## src/rtl/i2c_ctrl_pkg.sv

```systemverilog
// Shared definitions for the I2C transaction sequencer: FSM encoding,
// engine config-word layout and byte-count decoding.
package i2c_ctrl_pkg;

   typedef enum logic [3:0] {
      ST_IDLE,
      ST_ARB,
      ST_LOAD_N,
      ST_LOAD_A,
      ST_FILL_A,
      ST_FILL_B,
      ST_EXEC,
      ST_BUSY,
      ST_DONE,
      ST_ERR
   } seq_state_t;

   localparam int CFG_NB_MSB = 7;
   localparam int CFG_NB_LSB = 4;
   localparam int CFG_RD_BIT = 3;

   localparam bit NB_ZERO_MEANS_16 = 1'b1;

   function automatic logic [7:0] cfg_word(input logic [3:0] nb, input logic rd);
      logic [7:0] w;
      w = '0;
      w[CFG_NB_MSB:CFG_NB_LSB] = nb;
      w[CFG_RD_BIT]            = rd;
      return w;
   endfunction

   function automatic logic [4:0] nb_count(input logic [3:0] nb);
      if (nb == 4'd0 && NB_ZERO_MEANS_16) return 5'd16;
      return {1'b0, nb};
   endfunction

endpackage

```

## src/rtl/i2c_txn_sequencer_if.sv

```systemverilog
// Engine-side bus between the transaction sequencer (master) and the
// I2C master engine (slave).
interface i2c_txn_sequencer_if;

   logic       DEV_SEL;
   logic       LOAD_N_BYTE;
   logic       LOAD_ADDR;
   logic       WRT_ENA;
   logic       EXECUTE;
   logic [3:0] WRT_ADDR;
   logic [7:0] WRT_DATA;
   logic       I2C_READY;
   logic       RBK_WE;
   logic [7:0] RBK_DATA;

   modport master (
      output DEV_SEL, LOAD_N_BYTE, LOAD_ADDR, WRT_ENA, EXECUTE, WRT_ADDR, WRT_DATA,
      input  I2C_READY, RBK_WE, RBK_DATA
   );

   modport slave (
      input  DEV_SEL, LOAD_N_BYTE, LOAD_ADDR, WRT_ENA, EXECUTE, WRT_ADDR, WRT_DATA,
      output I2C_READY, RBK_WE, RBK_DATA
   );

endinterface

```

## src/rtl/i2c_rr_arb.sv

```systemverilog
// Two-way round-robin arbiter: combinational one-hot grant from the request
// levels and a pointer that flips to the other requester on each advance.
module i2c_rr_arb
   import i2c_ctrl_pkg::*;
(
   input  logic       CLK40,
   input  logic       RST,
   input  logic [1:0] req,
   input  logic       adv,
   input  logic       served1,
   output logic [1:0] gnt
);

   logic ptr_q, ptr_d;

   always_ff @(posedge CLK40 or posedge RST) begin
      if (RST) ptr_q <= 1'b0;
      else     ptr_q <= ptr_d;
   end

   always_comb begin
      ptr_d = ptr_q;
      // ptr = 1 favours REQ1, i.e. REQ0 was served last
      if (adv) ptr_d = ~served1;

      gnt = 2'b00;
      case (req)
         2'b01:   gnt = 2'b01;
         2'b10:   gnt = 2'b10;
         2'b11:   gnt = ptr_q ? 2'b10 : 2'b01;
         default: gnt = 2'b00;
      endcase
   end

endmodule

```

## src/rtl/i2c_txn_sequencer.sv

```systemverilog
// Round-robin arbiter and transaction sequencer in front of the I2C engine.
// Define I2C_RBK_CHK_EN to turn readback byte-count mismatches into ERR.
module i2c_txn_sequencer
   import i2c_ctrl_pkg::*;
#(
   parameter int TMO_W  = 20,
   parameter int N_SYNC = 2
) (
   input  logic       CLK40,
   input  logic       RST,
   input  logic [1:0] REQ,
   input  logic [7:0] RQ_ADDR0,
   input  logic [7:0] RQ_ADDR1,
   input  logic [3:0] RQ_NB0,
   input  logic [3:0] RQ_NB1,
   input  logic [1:0] RQ_RD,
   input  logic [7:0] RQ_WD0,
   input  logic [7:0] RQ_WD1,
   output logic [1:0] GNT,
   output logic [3:0] WIDX,
   output logic       WSTB,
   output logic [7:0] RDATA,
   output logic [1:0] RVALID,
   output logic [1:0] DONE,
   output logic [1:0] ERR,
   i2c_txn_sequencer_if.master eng
);

   seq_state_t        state_q, state_d;
   logic [1:0]        gnt_q, gnt_d;
   logic [7:0]        addr_q, addr_d;
   logic [3:0]        nb_q, nb_d;
   logic              rd_q, rd_d;
   logic [3:0]        idx_q, idx_d;
   logic [TMO_W-1:0]  tmo_q, tmo_d;
   logic [N_SYNC-1:0] sync_q, sync_d;
   logic [7:0]        rdata_q, rdata_d;
   logic [1:0]        rvalid_q, rvalid_d;
`ifdef I2C_RBK_CHK_EN
   logic [4:0]        rcnt_q, rcnt_d;
`endif

   logic       ready_s;
   logic       arb_adv;
   logic [1:0] arb_gnt;
   logic [3:0] last_idx;
   logic       tmo_hit;

   assign ready_s  = sync_q[N_SYNC-1];
   assign last_idx = 4'(nb_count(nb_q) - 5'd1);
   assign tmo_hit  = (tmo_q == {TMO_W{1'b1}});

   i2c_rr_arb u_arb (
      .CLK40   (CLK40),
      .RST     (RST),
      .req     (REQ),
      .adv     (arb_adv),
      .served1 (gnt_q[1]),
      .gnt     (arb_gnt)
   );

   always_ff @(posedge CLK40 or posedge RST) begin
      if (RST) begin
         state_q  <= ST_IDLE;
         gnt_q    <= '0;
         addr_q   <= '0;
         nb_q     <= '0;
         rd_q     <= 1'b0;
         idx_q    <= '0;
         tmo_q    <= '0;
         sync_q   <= '0;
         rdata_q  <= '0;
         rvalid_q <= '0;
`ifdef I2C_RBK_CHK_EN
         rcnt_q   <= '0;
`endif
      end else begin
         state_q  <= state_d;
         gnt_q    <= gnt_d;
         addr_q   <= addr_d;
         nb_q     <= nb_d;
         rd_q     <= rd_d;
         idx_q    <= idx_d;
         tmo_q    <= tmo_d;
         sync_q   <= sync_d;
         rdata_q  <= rdata_d;
         rvalid_q <= rvalid_d;
`ifdef I2C_RBK_CHK_EN
         rcnt_q   <= rcnt_d;
`endif
      end
   end

   always_comb begin
      state_d  = state_q;
      gnt_d    = gnt_q;
      addr_d   = addr_q;
      nb_d     = nb_q;
      rd_d     = rd_q;
      idx_d    = idx_q;
      tmo_d    = tmo_q;
      sync_d   = {sync_q[N_SYNC-2:0], eng.I2C_READY};
      rdata_d  = rdata_q;
      rvalid_d = '0;
      arb_adv  = 1'b0;
`ifdef I2C_RBK_CHK_EN
      rcnt_d   = rcnt_q;
`endif

      eng.DEV_SEL     = 1'b0;
      eng.LOAD_N_BYTE = 1'b0;
      eng.LOAD_ADDR   = 1'b0;
      eng.WRT_ENA     = 1'b0;
      eng.EXECUTE     = 1'b0;
      eng.WRT_ADDR    = '0;
      eng.WRT_DATA    = '0;
      WIDX            = '0;
      WSTB            = 1'b0;

      case (state_q)
         ST_IDLE: begin
            if (REQ != 2'b00 && ready_s) state_d = ST_ARB;
         end
         ST_ARB: begin
            if (arb_gnt != 2'b00) begin
               gnt_d   = arb_gnt;
               addr_d  = arb_gnt[1] ? RQ_ADDR1 : RQ_ADDR0;
               nb_d    = arb_gnt[1] ? RQ_NB1   : RQ_NB0;
               rd_d    = arb_gnt[1] ? RQ_RD[1] : RQ_RD[0];
               idx_d   = '0;
`ifdef I2C_RBK_CHK_EN
               rcnt_d  = '0;
`endif
               state_d = ST_LOAD_N;
            end else begin
               state_d = ST_IDLE;
            end
         end
         ST_LOAD_N: begin
            eng.DEV_SEL     = 1'b1;
            eng.LOAD_N_BYTE = 1'b1;
            eng.WRT_DATA    = cfg_word(nb_q, rd_q);
            state_d         = ST_LOAD_A;
         end
         ST_LOAD_A: begin
            eng.DEV_SEL   = 1'b1;
            eng.LOAD_ADDR = 1'b1;
            eng.WRT_DATA  = addr_q;
            if (rd_q) begin
               tmo_d   = '0;
               state_d = ST_EXEC;
            end else begin
               state_d = ST_FILL_A;
            end
         end
         ST_FILL_A: begin
            WIDX    = idx_q;
            state_d = ST_FILL_B;
         end
         ST_FILL_B: begin
            // requester has had a full cycle to present the byte for idx_q
            WIDX         = idx_q;
            WSTB         = 1'b1;
            eng.DEV_SEL  = 1'b1;
            eng.WRT_ENA  = 1'b1;
            eng.WRT_ADDR = idx_q;
            eng.WRT_DATA = gnt_q[1] ? RQ_WD1 : RQ_WD0;
            idx_d        = idx_q + 4'd1;
            if (idx_q == last_idx) begin
               tmo_d   = '0;
               state_d = ST_EXEC;
            end else begin
               state_d = ST_FILL_A;
            end
         end
         ST_EXEC: begin
            eng.DEV_SEL = 1'b1;
            eng.EXECUTE = 1'b1;
            if (tmo_hit) begin
               state_d = ST_ERR;
            end else begin
               tmo_d = tmo_q + TMO_W'(1);
               if (!ready_s) state_d = ST_BUSY;
            end
         end
         ST_BUSY: begin
            if (eng.RBK_WE) begin
               rdata_d  = eng.RBK_DATA;
               rvalid_d = gnt_q;
`ifdef I2C_RBK_CHK_EN
               if (rcnt_q != 5'h1f) rcnt_d = rcnt_q + 5'd1;
`endif
            end
            if (tmo_hit) begin
               state_d = ST_ERR;
            end else begin
               tmo_d = tmo_q + TMO_W'(1);
               if (ready_s) begin
`ifdef I2C_RBK_CHK_EN
                  if (rd_q ? (rcnt_d != nb_count(nb_q)) : (rcnt_d != 5'd0))
                     state_d = ST_ERR;
                  else
                     state_d = ST_DONE;
`else
                  state_d = ST_DONE;
`endif
               end
            end
         end
         ST_DONE, ST_ERR: begin
            gnt_d   = '0;
            arb_adv = 1'b1;
            state_d = ST_IDLE;
         end
         default: state_d = ST_IDLE;
      endcase
   end

   assign GNT    = gnt_q;
   assign RDATA  = rdata_q;
   assign RVALID = rvalid_q;

   genvar gi;
   generate
      for (gi = 0; gi < 2; gi++) begin : g_req
         assign DONE[gi] = (state_q == ST_DONE) && gnt_q[gi];
         assign ERR[gi]  = (state_q == ST_ERR)  && gnt_q[gi];
      end
   endgenerate

endmodule

```

## src/flat_wrapper.sv

```systemverilog
// flat-port wrapper written by rule: the top's interface ports become plain ports
module i2c_txn_sequencer_flat import i2c_ctrl_pkg::*;
#(
   parameter int TMO_W  = 20,
   parameter int N_SYNC = 2
)
  (CLK40, RST, REQ, RQ_ADDR0, RQ_ADDR1, RQ_NB0, RQ_NB1, RQ_RD, RQ_WD0, RQ_WD1, GNT, WIDX, WSTB, RDATA, RVALID, DONE, ERR, eng_DEV_SEL, eng_LOAD_N_BYTE, eng_LOAD_ADDR, eng_WRT_ENA, eng_EXECUTE, eng_WRT_ADDR, eng_WRT_DATA, eng_I2C_READY, eng_RBK_WE, eng_RBK_DATA);
  i2c_txn_sequencer_if eng_i ();
  input  logic CLK40;
  input  logic RST;
  input  logic [1:0] REQ;
  input  logic [7:0] RQ_ADDR0;
  input  logic [7:0] RQ_ADDR1;
  input  logic [3:0] RQ_NB0;
  input  logic [3:0] RQ_NB1;
  input  logic [1:0] RQ_RD;
  input  logic [7:0] RQ_WD0;
  input  logic [7:0] RQ_WD1;
  output logic [1:0] GNT;
  output logic [3:0] WIDX;
  output logic WSTB;
  output logic [7:0] RDATA;
  output logic [1:0] RVALID;
  output logic [1:0] DONE;
  output logic [1:0] ERR;
  output wire logic [$bits(eng_i.DEV_SEL)-1:0] eng_DEV_SEL;
  output wire logic [$bits(eng_i.LOAD_N_BYTE)-1:0] eng_LOAD_N_BYTE;
  output wire logic [$bits(eng_i.LOAD_ADDR)-1:0] eng_LOAD_ADDR;
  output wire logic [$bits(eng_i.WRT_ENA)-1:0] eng_WRT_ENA;
  output wire logic [$bits(eng_i.EXECUTE)-1:0] eng_EXECUTE;
  output wire logic [$bits(eng_i.WRT_ADDR)-1:0] eng_WRT_ADDR;
  output wire logic [$bits(eng_i.WRT_DATA)-1:0] eng_WRT_DATA;
  input wire logic [$bits(eng_i.I2C_READY)-1:0] eng_I2C_READY;
  input wire logic [$bits(eng_i.RBK_WE)-1:0] eng_RBK_WE;
  input wire logic [$bits(eng_i.RBK_DATA)-1:0] eng_RBK_DATA;
  assign eng_DEV_SEL = eng_i.DEV_SEL;
  assign eng_LOAD_N_BYTE = eng_i.LOAD_N_BYTE;
  assign eng_LOAD_ADDR = eng_i.LOAD_ADDR;
  assign eng_WRT_ENA = eng_i.WRT_ENA;
  assign eng_EXECUTE = eng_i.EXECUTE;
  assign eng_WRT_ADDR = eng_i.WRT_ADDR;
  assign eng_WRT_DATA = eng_i.WRT_DATA;
  assign eng_i.I2C_READY = eng_I2C_READY;
  assign eng_i.RBK_WE = eng_RBK_WE;
  assign eng_i.RBK_DATA = eng_RBK_DATA;
  i2c_txn_sequencer #(.TMO_W(TMO_W), .N_SYNC(N_SYNC)) u_core (.CLK40(CLK40), .RST(RST), .REQ(REQ), .RQ_ADDR0(RQ_ADDR0), .RQ_ADDR1(RQ_ADDR1), .RQ_NB0(RQ_NB0), .RQ_NB1(RQ_NB1), .RQ_RD(RQ_RD), .RQ_WD0(RQ_WD0), .RQ_WD1(RQ_WD1), .GNT(GNT), .WIDX(WIDX), .WSTB(WSTB), .RDATA(RDATA), .RVALID(RVALID), .DONE(DONE), .ERR(ERR), .eng(eng_i));
endmodule
```

## config.mk

```make
export PLATFORM = sky130hd
export DESIGN_NAME = i2c_txn_sequencer_flat
export DESIGN_NICKNAME = d
export VERILOG_FILES = /design/src/rtl/i2c_ctrl_pkg.sv /design/src/rtl/i2c_txn_sequencer_if.sv /design/src/rtl/i2c_rr_arb.sv /design/src/rtl/i2c_txn_sequencer.sv /design/src/flat_wrapper.sv
export SDC_FILE = /design/constraint.sdc
export NUM_CORES = 1
export LEC_CHECK = 0
export ABC_AREA = 1
export CORE_ASPECT_RATIO = 2
export CORE_UTILIZATION = 45
export DETAILED_ROUTE_END_ITERATION = 12
export PLACE_DENSITY = 0.71
export SLEW_MARGIN = 20
export SYNTH_ARGS = -nofsm -noshare
export SYNTH_HDL_FRONTEND = slang
export SYNTH_SLANG_ARGS = --single-unit
```

## constraint.sdc

```tcl
create_clock -name CLK40 -period 2.7 [get_ports CLK40]
set_input_delay 0.405 -clock CLK40 [delete_from_list [all_inputs] [get_ports CLK40]]
set_output_delay 0.405 -clock CLK40 [all_outputs]
set_load 0.01 [all_outputs]
```

==> flow_summary.yaml, run 1 <==
grt:
  grt_pass1_wl_microns: 15900
  antenna_found_initial: 0
  grt-ovfl-total: 0
  pin_count_of_the_biggest_net_entering_global_routing: 32
  grtUsageTotal: 0.258
  grt_pass1_vias: 3514
synthesis:
  synth.yosys.seq_area_share: 0.409
  synthDominantAreaCellType: "sky130_fd_sc_hd__dfrtp_1"
  edff_count_synth: 0
  main_flop_type_after_synthesis: "sky130_fd_sc_hd__dfrtp_1"
  asyncSetResetFlopFracSynth: 1.00
  proportion_of_netlist_area_held_by_the_largest_area_contributor: 0.409
  synth_nets: 514
  postSynthCellCount: 454
  synthesis.area_per_instance_sq_um: 7.55
  yosys_warnings: 0
  synth_seq_cells: 56
  syn_area_sq_um: 3430
  ys_top_cells_by_area: "sky130_fd_sc_hd__dfrtp_1, sky130_fd_sc_hd__nand2_1, sky130_fd_sc_hd__nor2_1"
  netlist-cell-type-count: 36
clock_tree:
  clkLatencyLatePin_ns: 0.30
  cts_hold_buffers: 0
  clock_transition_at_the_register_clock_pins_on_the_worst_setup_and_hold_paths_after_cts_ns: 0.07
  ctsLongestPathBuffers: 2
  tritoncts: "done"
  ctsRootBufferMaster: "sky130_fd_sc_hd__clkbuf_16"
  cts-htree-levels: 2
  cts_num_sinks: 56
  cts_post_setup_buffers_inserted: 0
  cts-buffers-inserted: 5
floorplan:
  design.portCount: 94
  design.die.area_sq_um: 7990
  floorplan.die.width_microns: 63.7
  floorplan.core_area_sq_um: 7320
  floorplan.initialDensity: 0.468
  chipHeight_microns: 125
  rows: 44
timing:
  report.final.setup_viol: 0
  slew_of_the_pin_with_the_lowest_slew_margin_ns: 0.583
  setup_repair_after_global_routing_missed_its_margin: "yes"
  timing.final.hold_violations: 0
  worst_clock_skew_ns: 0.00869
  post-route-min-period_ns: 2.57
  finalCritPeriodShare: 0.954
  report.final.slew_viol_count: 0
  max-slew-margin-rel: 0.611
  fmax_ghz: 0.388
place:
  post_detailed_placement_cell_area_sq_um: 4470
  place_congestion: 0.858
  place.port_buffers: 93
  numPlacedInstances: 632
  hpwl_microns: 7560
detailed_routing:
  drtPass1Iterations: 4
  final_antenna_net_count: 0
  detailroute.via_count: 3411
  vias_per_cell: 5.33
  drt_first_iter_violations: 142
  finalWirelength_microns: 9590
  routed_wire_length_per_instance_microns: 15.0
  detail_route.drc_violations: 0
cells_and_area:
  post_route_cells_drive_above_1_share: 0.0949
  finish.net_count: 607
  fillerInstances: 684
  areaGrowthSynthToFinish_pct: 35.1
  design_area_final_sq_um: 4630
  n_antenna_cell: 0
  area_of_the_multi_input_gates_sq_um: 1760
  area.sequential_sq_um: 1400
  final_cells: 640
  layout.cells.most_common_list: "sky130_fd_sc_hd__nand2_1, sky130_fd_sc_hd__clkdlybuf4s50_1, sky130_fd_sc_hd__nor2_1"
  most_common_cell_after_layout_fill_and_taps_aside: "sky130_fd_sc_hd__nand2_1"
min_path:
  worst_hold_path_type: "reg2reg"
outcome:
  run_status: "finished clean"
setup_path:
  worst_ep_required_time_ns: 2.30
  peak_fanout_along_the_critical_path: 7
  cp_data_arrival_time_ns: 2.17
  startpoint_type: "flop"
  critical_path.cell_chain: "inv_2 > nand3_2 > nor2_4 > inv_1 > o311ai_1 > clkdlybuf4s50_1"
  cp_slowest_cell: "sky130_fd_sc_hd__clkdlybuf4s50_1"
  critical-path-max-stage-delay_ns: 0.58
  critical_path_class: "reg2out"
  end_kind: "primary output"
flow_run:
  max_cap_viol_count: 0
power_and_ir_drop:
  vdd_drop_max_v: 0.000459
  power_leakage_uw: 0.00209
  pwr_density_cell_nw_per_um2: 770
[registers in the layout (all words and copies together), names as in the netlist]
| name | flops |
|---|---|
| u_core.tmo_q | 20 |
| u_core.RDATA | 8 |
| u_core.addr_q | 8 |
| u_core.idx_q | 4 |
| u_core.nb_q | 4 |
| u_core.state_q | 4 |
| u_core.GNT | 2 |
| u_core.RVALID | 2 |
| u_core.sync_q | 2 |
| u_core.rd_q | 1 |
| u_core.u_arb.ptr_q | 1 |
[cell usage after synthesis (all sizes together) (5+ instances only)]
| library cell | count |
|---|---|
| nand2 | 121 |
| nor2 | 63 |
| dfrtp | 56 |
| inv | 48 |
| nand3 | 32 |
| o21ai | 20 |
| nand4 | 15 |
| o22ai | 14 |
| buf | 11 |
| nor3 | 11 |
| xor2 | 11 |
| or2 | 9 |
| mux2 | 8 |
| clkbuf | 6 |
| o211ai | 5 |
[through the flow]
step	TNS [ns]	util	setup WS (ns)	hold WS, ns	total power (uW)
6_report	0	0.632	0.125	0.383	3560
5_1_grt	-0.00111	0.632	-0.00111	0.398	3810
4_1_cts	0	0.632	0.0388	0.378	3590
3_5_place_dp	0	0.611	0.389	0.363	2910
3_3_place_gp	0	0.611	0.423	0.358	2860
2_1_floorplan	0	-	0.759	0.331	2210
[power by group]
group / leakage [uW] / internal (uW) / switching, uW
clock network: 0.0000772 / 372 / 302
registers: 0.000729 / 1060 / 138
logic: 0.00128 / 740 / 953
total: 0.00209 / 2170 / 1390
[path summary, 6_finish.rpt]
| path | from | end | slack (ns) | depth (start not counted) |
|---|---|---|---|---|
| hold reg to reg | u_core.sync_q[0]$_DFF_PP0_ | u_core.sync_q[1]$_DFF_PP0_ | 0.38 | 0 |
| hold / removal | u_core.sync_q[0]$_DFF_PP0_ | u_core.sync_q[1]$_DFF_PP0_ | 0.38 | 0 |
| max in group asynchronous | RST | u_core.addr_q[0]$_DFFE_PP0P_ | 1.64 | 3 |
| setup reg to reg | u_core.state_q[3]$_DFFE_PP0P_ | u_core.tmo_q[0]$_DFFE_PP0P_ | 0.52 | 8 |
| setup / recovery | u_core.state_q[1]$_DFFE_PP0P_ | eng_WRT_DATA[5] | 0.13 | 6 |
| min in group asynchronous | RST | u_core.RDATA[1]$_DFFE_PP0P_ | 0.48 | 2 |
[logic make-up after synthesis]
logic type | synth area share
compound gates | 0.100
buf+inv | 0.0781
mux | 0.0263
fa+ha+maj | 0.0146
simple gates | 0.338
flops | 0.409
xor+xnor | 0.0332
[worst max-delay path: cells and delay by family, from the launching register on]
kind,cells,cell delay [ns]
AOI/OAI and AO/OA,1,0.27
buffers and inverters,3,0.86
DFF,1,0.45
and+or+nand+nor,2,0.30
[repair_timing]
action / CTS / global route
endpoints found under the setup margin: 0 / 6
gates resized for setup: 0 / 3
hold endpoints to repair: 0 / 0
[final cells by class]
class | count | share of cell area
timing repair buffer | 103 | 0.220
tap | 92 | 0.0249
sequential | 56 | 0.303
inverter | 48 | 0.0389
clock buffer | 6 | 0.0300
clock inverter | 2 | 0.00297
multi-input combinational | 333 | 0.380
[routing by layer]
metal / up-vias / wire, microns / global-route usage
met5: - / 0 / 0
met4: 0 / 428 / 0.139
met3: 33 / 399 / 0.0465
met2: 110 / 5450 / 0.496
met1: 1600 / 3310 / 0.245
li1: 1668 / - / -
No activity file was read; power rests on OpenSTA's default activity.
==> run 2, diff against run 1 <==
--- a/config.mk
+++ b/config.mk
@@ -7,6 +7,7 @@
 export LEC_CHECK = 0
 export ABC_AREA = 1
 export CORE_ASPECT_RATIO = 2
+export CORE_MARGIN = 8
 export CORE_UTILIZATION = 45
 export DETAILED_ROUTE_END_ITERATION = 12
 export PLACE_DENSITY = 0.71
==> flow_summary.yaml, run 2 (synthesis gave the netlist of run 1 again) <==
outcome:
  run_status: "finished clean"
timing:
  setup_repair_after_global_routing_missed_its_margin: "no"
  final.setup.tns_ns: 0
  timing.final.hold_violations: 0
  max-slew-margin-rel: 0.661
  slew_of_the_pin_with_the_lowest_slew_margin_ns: 0.508
  finalCritPeriodShare: 0.956
  report.final.slew_viol_count: 0
  report.final.setup_viol: 0
  worst_clock_skew_ns: 0.00443
  timing.hold.ws_ns: 0.367
  fmax_ghz: 0.388
  post-route-min-period_ns: 2.58
detailed_routing:
  routed_wire_length_per_instance_microns: 15.4
  detail_route.drc_violations: 0
  drt_first_iter_violations: 212
  detailroute.via_count: 3362
  final_antenna_net_count: 0
  vias_per_cell: 5.20
  drtPass1Iterations: 4
  finalWirelength_microns: 9940
cells_and_area:
  finish.net_count: 611
  finalCoreUtilization: 0.626
  layout.cells.most_common_list: "sky130_fd_sc_hd__nand2_1, sky130_fd_sc_hd__clkdlybuf4s50_1, sky130_fd_sc_hd__nor2_1"
  area.sequential_sq_um: 1400
  areaGrowthSynthToFinish_pct: 36.7
  fillerInstances: 679
  n_antenna_cell: 0
  post_route_cells_drive_above_1_share: 0.103
  most_common_cell_after_layout_fill_and_taps_aside: "sky130_fd_sc_hd__nand2_1"
  largest_register: "u_core.tmo_q"
  largest_reg_flops: 20
  area_of_the_multi_input_gates_sq_um: 1780
grt:
  grt_pass1_wl_microns: 16800
  grt.met2_usage: 0.313
  grt_use_met1: 0.224
  grtUsageTotal: 0.188
  grt_pass1_vias: 3417
  antenna_found_initial: 0
  pin_count_of_the_biggest_net_entering_global_routing: 28
  global_route.usage.met3: 0.0555
  grt-ovfl-total: 0
  layer_with_the_highest_usage_after_global_routing: "met2"
clock_tree:
  ctsLongestPathBuffers: 2
  cts-buffers-inserted: 5
  cts_hold_buffers: 0
  tritoncts: "done"
  clock_transition_at_the_register_clock_pins_on_the_worst_setup_and_hold_paths_after_cts_ns: 0.07
  clkLatencyLatePin_ns: 0.30
  cts-htree-levels: 2
  cts_num_sinks: 56
  ctsRootBufferMaster: "sky130_fd_sc_hd__clkbuf_16"
setup_path:
  startpoint_type: "flop"
  worst_ep_required_time_ns: 2.30
  worstReg2RegEnd: "u_core.tmo_q[15]$_DFFE_PP0P_"
  critPathTopFamily: "buffers and inverters"
  critical_path.cell_chain: "inv_2 > nand3_4 > nor2_4 > clkinvlp_4 > o32ai_1 > clkdlybuf4s50_1"
  end_kind: "primary output"
  cp_data_arrival_time_ns: 2.18
  critical_path.reg2reg.startpoint: "u_core.tmo_q[0]$_DFFE_PP0P_"
  peak_fanout_along_the_critical_path: 7
  cp_slowest_cell: "sky130_fd_sc_hd__clkdlybuf4s50_1"
  critical-path-max-stage-delay_ns: 0.61
  reg2reg_setup_slack_ns: 0.68
  critical_path_class: "reg2out"
  worst-r2r-cell-count: 10
  critPathBufInv: 3
min_path:
  hold_path.startpoint: "u_core.sync_q[0]$_DFF_PP0_"
  whs_endpoint: "u_core.sync_q[1]$_DFF_PP0_"
  worst_hold_path.num_cells: 0
  worst_hold_path_type: "reg2reg"
floorplan:
  design.portCount: 94
  floorplan.core_area_sq_um: 7490
  floorplan.die.width_microns: 77.7
  chipHeight_microns: 139
  rows: 45
  floorplan.initialDensity: 0.458
  design.die.area_sq_um: 10800
power_and_ir_drop:
  pwr_density_cell_nw_per_um2: 787
  fin_total_pwr_uw: 3690
  power_leakage_uw: 0.00214
  vdd_drop_max_v: 0.000657
place:
  place.port_buffers: 93
  hpwl_microns: 7550
  place_congestion: 0.883
flow_run:
  max_cap_viol_count: 0
## run 2: worst max-delay path by stage
stage / startpoint / endpoint / slack [ns] / depth (start not counted)
after floorplan: u_core.state_q[1]$_DFFE_PP0P_ / eng_WRT_DATA[0] / 0.76 / 6
after detailed placement: u_core.state_q[1]$_DFFE_PP0P_ / eng_WRT_DATA[5] / 0.32 / 6
after CTS: u_core.state_q[3]$_DFFE_PP0P_ / eng_WRT_DATA[3] / 0.03 / 6
after global placement: u_core.state_q[1]$_DFFE_PP0P_ / eng_WRT_DATA[5] / 0.38 / 6
final: u_core.state_q[1]$_DFFE_PP0P_ / eng_WRT_DATA[0] / 0.12 / 6
after global routing: u_core.state_q[2]$_DFFE_PP0P_ / eng_WRT_DATA[3] / 0.02 / 6
## run 2: cell type report
class | instances | share of cell area
clock buffers | 6 | 0.0275
repair buffers | 107 | 0.223
inverters | 48 | 0.0393
flip-flops and latches | 56 | 0.299
clock inverters | 2 | 0.00748
multi-input cells | 333 | 0.379
well taps | 94 | 0.0251
## run 2: power breakdown
part           total (uW)  leakage [uW]  internal (uW)  switching, uW
logic                1760       0.00133            765            991
registers            1190      0.000729           1060            134
clock network         739     0.0000808            437            302
total                3690       0.00214           2260           1430
## run 2: timing repair
action                     4_1_cts  5_1_grt
resized for setup                2        7
hold endpoints to repair         0        0
setup endpoints to repair        5        8
buffers inserted                 0        2
## run 2: worst reg2reg max path: stages, from the launching register on
cell and delay (ns):
sky130_fd_sc_hd__dfrtp_1 0.43, sky130_fd_sc_hd__ha_1 0.30, sky130_fd_sc_hd__nand3_2 0.16, sky130_fd_sc_hd__nor3_4 0.21, sky130_fd_sc_hd__nand2_2 0.09, sky130_fd_sc_hd__nor2_4 0.10, sky130_fd_sc_hd__nand3_2 0.19, sky130_fd_sc_hd__nand3_2 0.15
sky130_fd_sc_hd__buf_4 0.19, sky130_fd_sc_hd__nand2_1 0.07, sky130_fd_sc_hd__nand2_1 0.06
## run 2: layer usage
metal / vias up / part of all wire
li1: 1682 / -
met5: - / 0
met1: 1590 / 0.42
met4: 0 / 0.014
met3: 10 / 0.067
met2: 80 / 0.49
## run 2: per-stage QoR
stage,std cells,setup WS (ns),instance area (sq um)
4_1_cts,644,0.0313,4640
2_1_floorplan,454,0.759,3430
5_1_grt,646,0.0166,4690
3_5_place_dp,636,0.320,4480
6_report,646,0.120,4690
3_3_place_gp,636,0.384,4480
==> run 3, diff against run 2 <==
--- a/config.mk
+++ b/config.mk
@@ -6,11 +6,13 @@
 export NUM_CORES = 1
 export LEC_CHECK = 0
 export ABC_AREA = 1
+export CAP_MARGIN = 20
 export CORE_ASPECT_RATIO = 2
 export CORE_MARGIN = 8
 export CORE_UTILIZATION = 45
 export DETAILED_ROUTE_END_ITERATION = 12
 export PLACE_DENSITY = 0.71
+export SKIP_CTS_REPAIR_TIMING = 1
 export SLEW_MARGIN = 20
 export SYNTH_ARGS = -nofsm -noshare
 export SYNTH_HDL_FRONTEND = slang
==> flow_summary.yaml, run 3 (synthesis gave the netlist of run 1 again) <==
clock_tree:
  cts_num_sinks: 56
  ctsRootBufferMaster: "sky130_fd_sc_hd__clkbuf_16"
  ctsLongestPathBuffers: 2
  cts-buffers-inserted: 5
  cts-htree-levels: 2
  clkLatencyLatePin_ns: 0.30
  tritoncts: "done"
  clock_transition_at_the_register_clock_pins_on_the_worst_setup_and_hold_paths_after_cts_ns: 0.07
cells_and_area:
  post_route_cells_drive_above_1_share: 0.103
  design_area_final_sq_um: 4680
  largest_register: "u_core.tmo_q"
  most_common_cell_after_layout_fill_and_taps_aside: "sky130_fd_sc_hd__nand2_1"
  finish.net_count: 611
  final_cells: 646
  areaGrowthSynthToFinish_pct: 36.6
  largest_reg_flops: 20
  layout.cells.most_common_list: "sky130_fd_sc_hd__nand2_1, sky130_fd_sc_hd__clkdlybuf4s50_1, sky130_fd_sc_hd__nor2_1"
  n_antenna_cell: 0
detailed_routing:
  drtPass1Iterations: 4
  final_antenna_net_count: 0
  detail_route.drc_violations: 0
  drt_first_iter_violations: 162
  vias_per_cell: 5.22
  detailroute.via_count: 3372
  routed_wire_length_per_instance_microns: 15.4
  finalWirelength_microns: 9920
setup_path:
  startpoint_type: "flop"
  peak_fanout_along_the_critical_path: 7
  reg2reg_setup_slack_ns: 0.69
  end_kind: "primary output"
  cp_data_arrival_time_ns: 2.22
  critPathCapture: "eng_WRT_DATA[0]"
  critical_path_class: "reg2out"
  worst-r2r-cell-count: 10
  worst_ep_required_time_ns: 2.30
  critical_path.reg2reg.startpoint: "u_core.tmo_q[0]$_DFFE_PP0P_"
  worstReg2RegEnd: "u_core.tmo_q[15]$_DFFE_PP0P_"
  startpoint: "u_core.state_q[1]$_DFFE_PP0P_"
outcome:
  run_status: "finished clean"
timing:
  timing.hold.ws_ns: 0.366
  setup_repair_after_global_routing_missed_its_margin: "yes"
  slew_of_the_pin_with_the_lowest_slew_margin_ns: 0.520
  report.final.setup_viol: 0
  fmax_ghz: 0.380
  max-slew-margin-rel: 0.653
  post-route-min-period_ns: 2.63
  timing.final.hold_violations: 0
  worst_clock_skew_ns: 0.00405
  finalCritPeriodShare: 0.974
  layout_setup_ws_ns: 0.0707
  report.final.slew_viol_count: 0
grt:
  pin_count_of_the_biggest_net_entering_global_routing: 28
  grt_pass1_vias: 3411
  grt_pass1_wl_microns: 16700
  grtUsageTotal: 0.188
  antenna_found_initial: 0
  grt-ovfl-total: 0
place:
  place.port_buffers: 93
  placement.setup.worst_slack_ns: 0.320
  numPlacedInstances: 636
  post_detailed_placement_cell_area_sq_um: 4480
  hpwl_microns: 7550
  place_congestion: 0.883
floorplan:
  floorplan.die.width_microns: 77.7
  chipHeight_microns: 139
  floorplan.initialDensity: 0.458
  rows: 45
  design.portCount: 94
  floorplan.core_area_sq_um: 7490
  design.die.area_sq_um: 10800
power_and_ir_drop:
  vdd_drop_max_v: 0.000672
  pwr_density_cell_nw_per_um2: 786
  fin_total_pwr_uw: 3680
  power_leakage_uw: 0.00215
flow_run:
  max_cap_viol_count: 0
min_path:
  worst_hold_path_type: "reg2reg"
-- run 3: cell types whose count changed in the layout (fill, tap and decap cells not counted) --
cell	change
sky130_fd_sc_hd__nand3_2	+1
sky130_fd_sc_hd__dlymetal6s2s_1	+1
sky130_fd_sc_hd__nand3_4	-1
sky130_fd_sc_hd__clkdlybuf4s50_1	-1
-- run 3: worst min path at each step --
| stage | cells past startpoint | to | slack [ns] | from |
|---|---|---|---|---|
| 6_report | 0 | u_core.sync_q[1]$_DFF_PP0_ | 0.37 | u_core.sync_q[0]$_DFF_PP0_ |
| 5_1_grt | 0 | u_core.sync_q[1]$_DFF_PP0_ | 0.38 | u_core.sync_q[0]$_DFF_PP0_ |
| 4_1_cts | 0 | u_core.sync_q[1]$_DFF_PP0_ | 0.37 | u_core.sync_q[0]$_DFF_PP0_ |
| 3_5_place_dp | 0 | u_core.sync_q[1]$_DFF_PP0_ | 0.35 | u_core.sync_q[0]$_DFF_PP0_ |
| 3_3_place_gp | 0 | u_core.sync_q[1]$_DFF_PP0_ | 0.33 | u_core.sync_q[0]$_DFF_PP0_ |
| 2_1_floorplan | 0 | u_core.sync_q[1]$_DFF_PP0_ | 0.33 | u_core.sync_q[0]$_DFF_PP0_ |
-- run 3: final cells by class --
type	count	area, sq um
fillers	680	2810
multi-input cells	333	1770
flip-flops and latches	56	1400
repair buffers	107	1050
inverters	48	184
clock buffers	6	129
well taps	94	118
clock inverters	2	35.0
-- run 3: worst max-delay path, cell delays in order (launching register included) --
cell	delay, ns
sky130_fd_sc_hd__dfrtp_1	0.45
sky130_fd_sc_hd__inv_2	0.14
sky130_fd_sc_hd__nand3_2	0.16
sky130_fd_sc_hd__nor2_4	0.15
sky130_fd_sc_hd__clkinvlp_4	0.17
sky130_fd_sc_hd__o32ai_1	0.25
sky130_fd_sc_hd__clkdlybuf4s50_1	0.61
-- run 3: per-stage QoR --
step	setup TNS [ns]	utilization
finish	0	0.625
global route	-0.0202	0.625
CTS	-0.168	0.620
detailed placement	0	0.598
global placement	0	0.598
floorplan	0	-
-- run 3: per-layer routing --
layer,part of all wire,GRT usage,vias to the layer above
met3,0.069,0.0555,12
met5,0,0,-
met2,0.50,0.313,82
li1,-,-,1681
met4,0.016,0.0601,0
met1,0.42,0.224,1597
-- run 3: power by group --
group | switching, uW | total, uW | leakage [uW] | internal [uW]
clock network | 303 | 740 | 0.0000808 | 437
logic | 991 | 1750 | 0.00134 | 760
registers | 129 | 1190 | 0.000729 | 1060
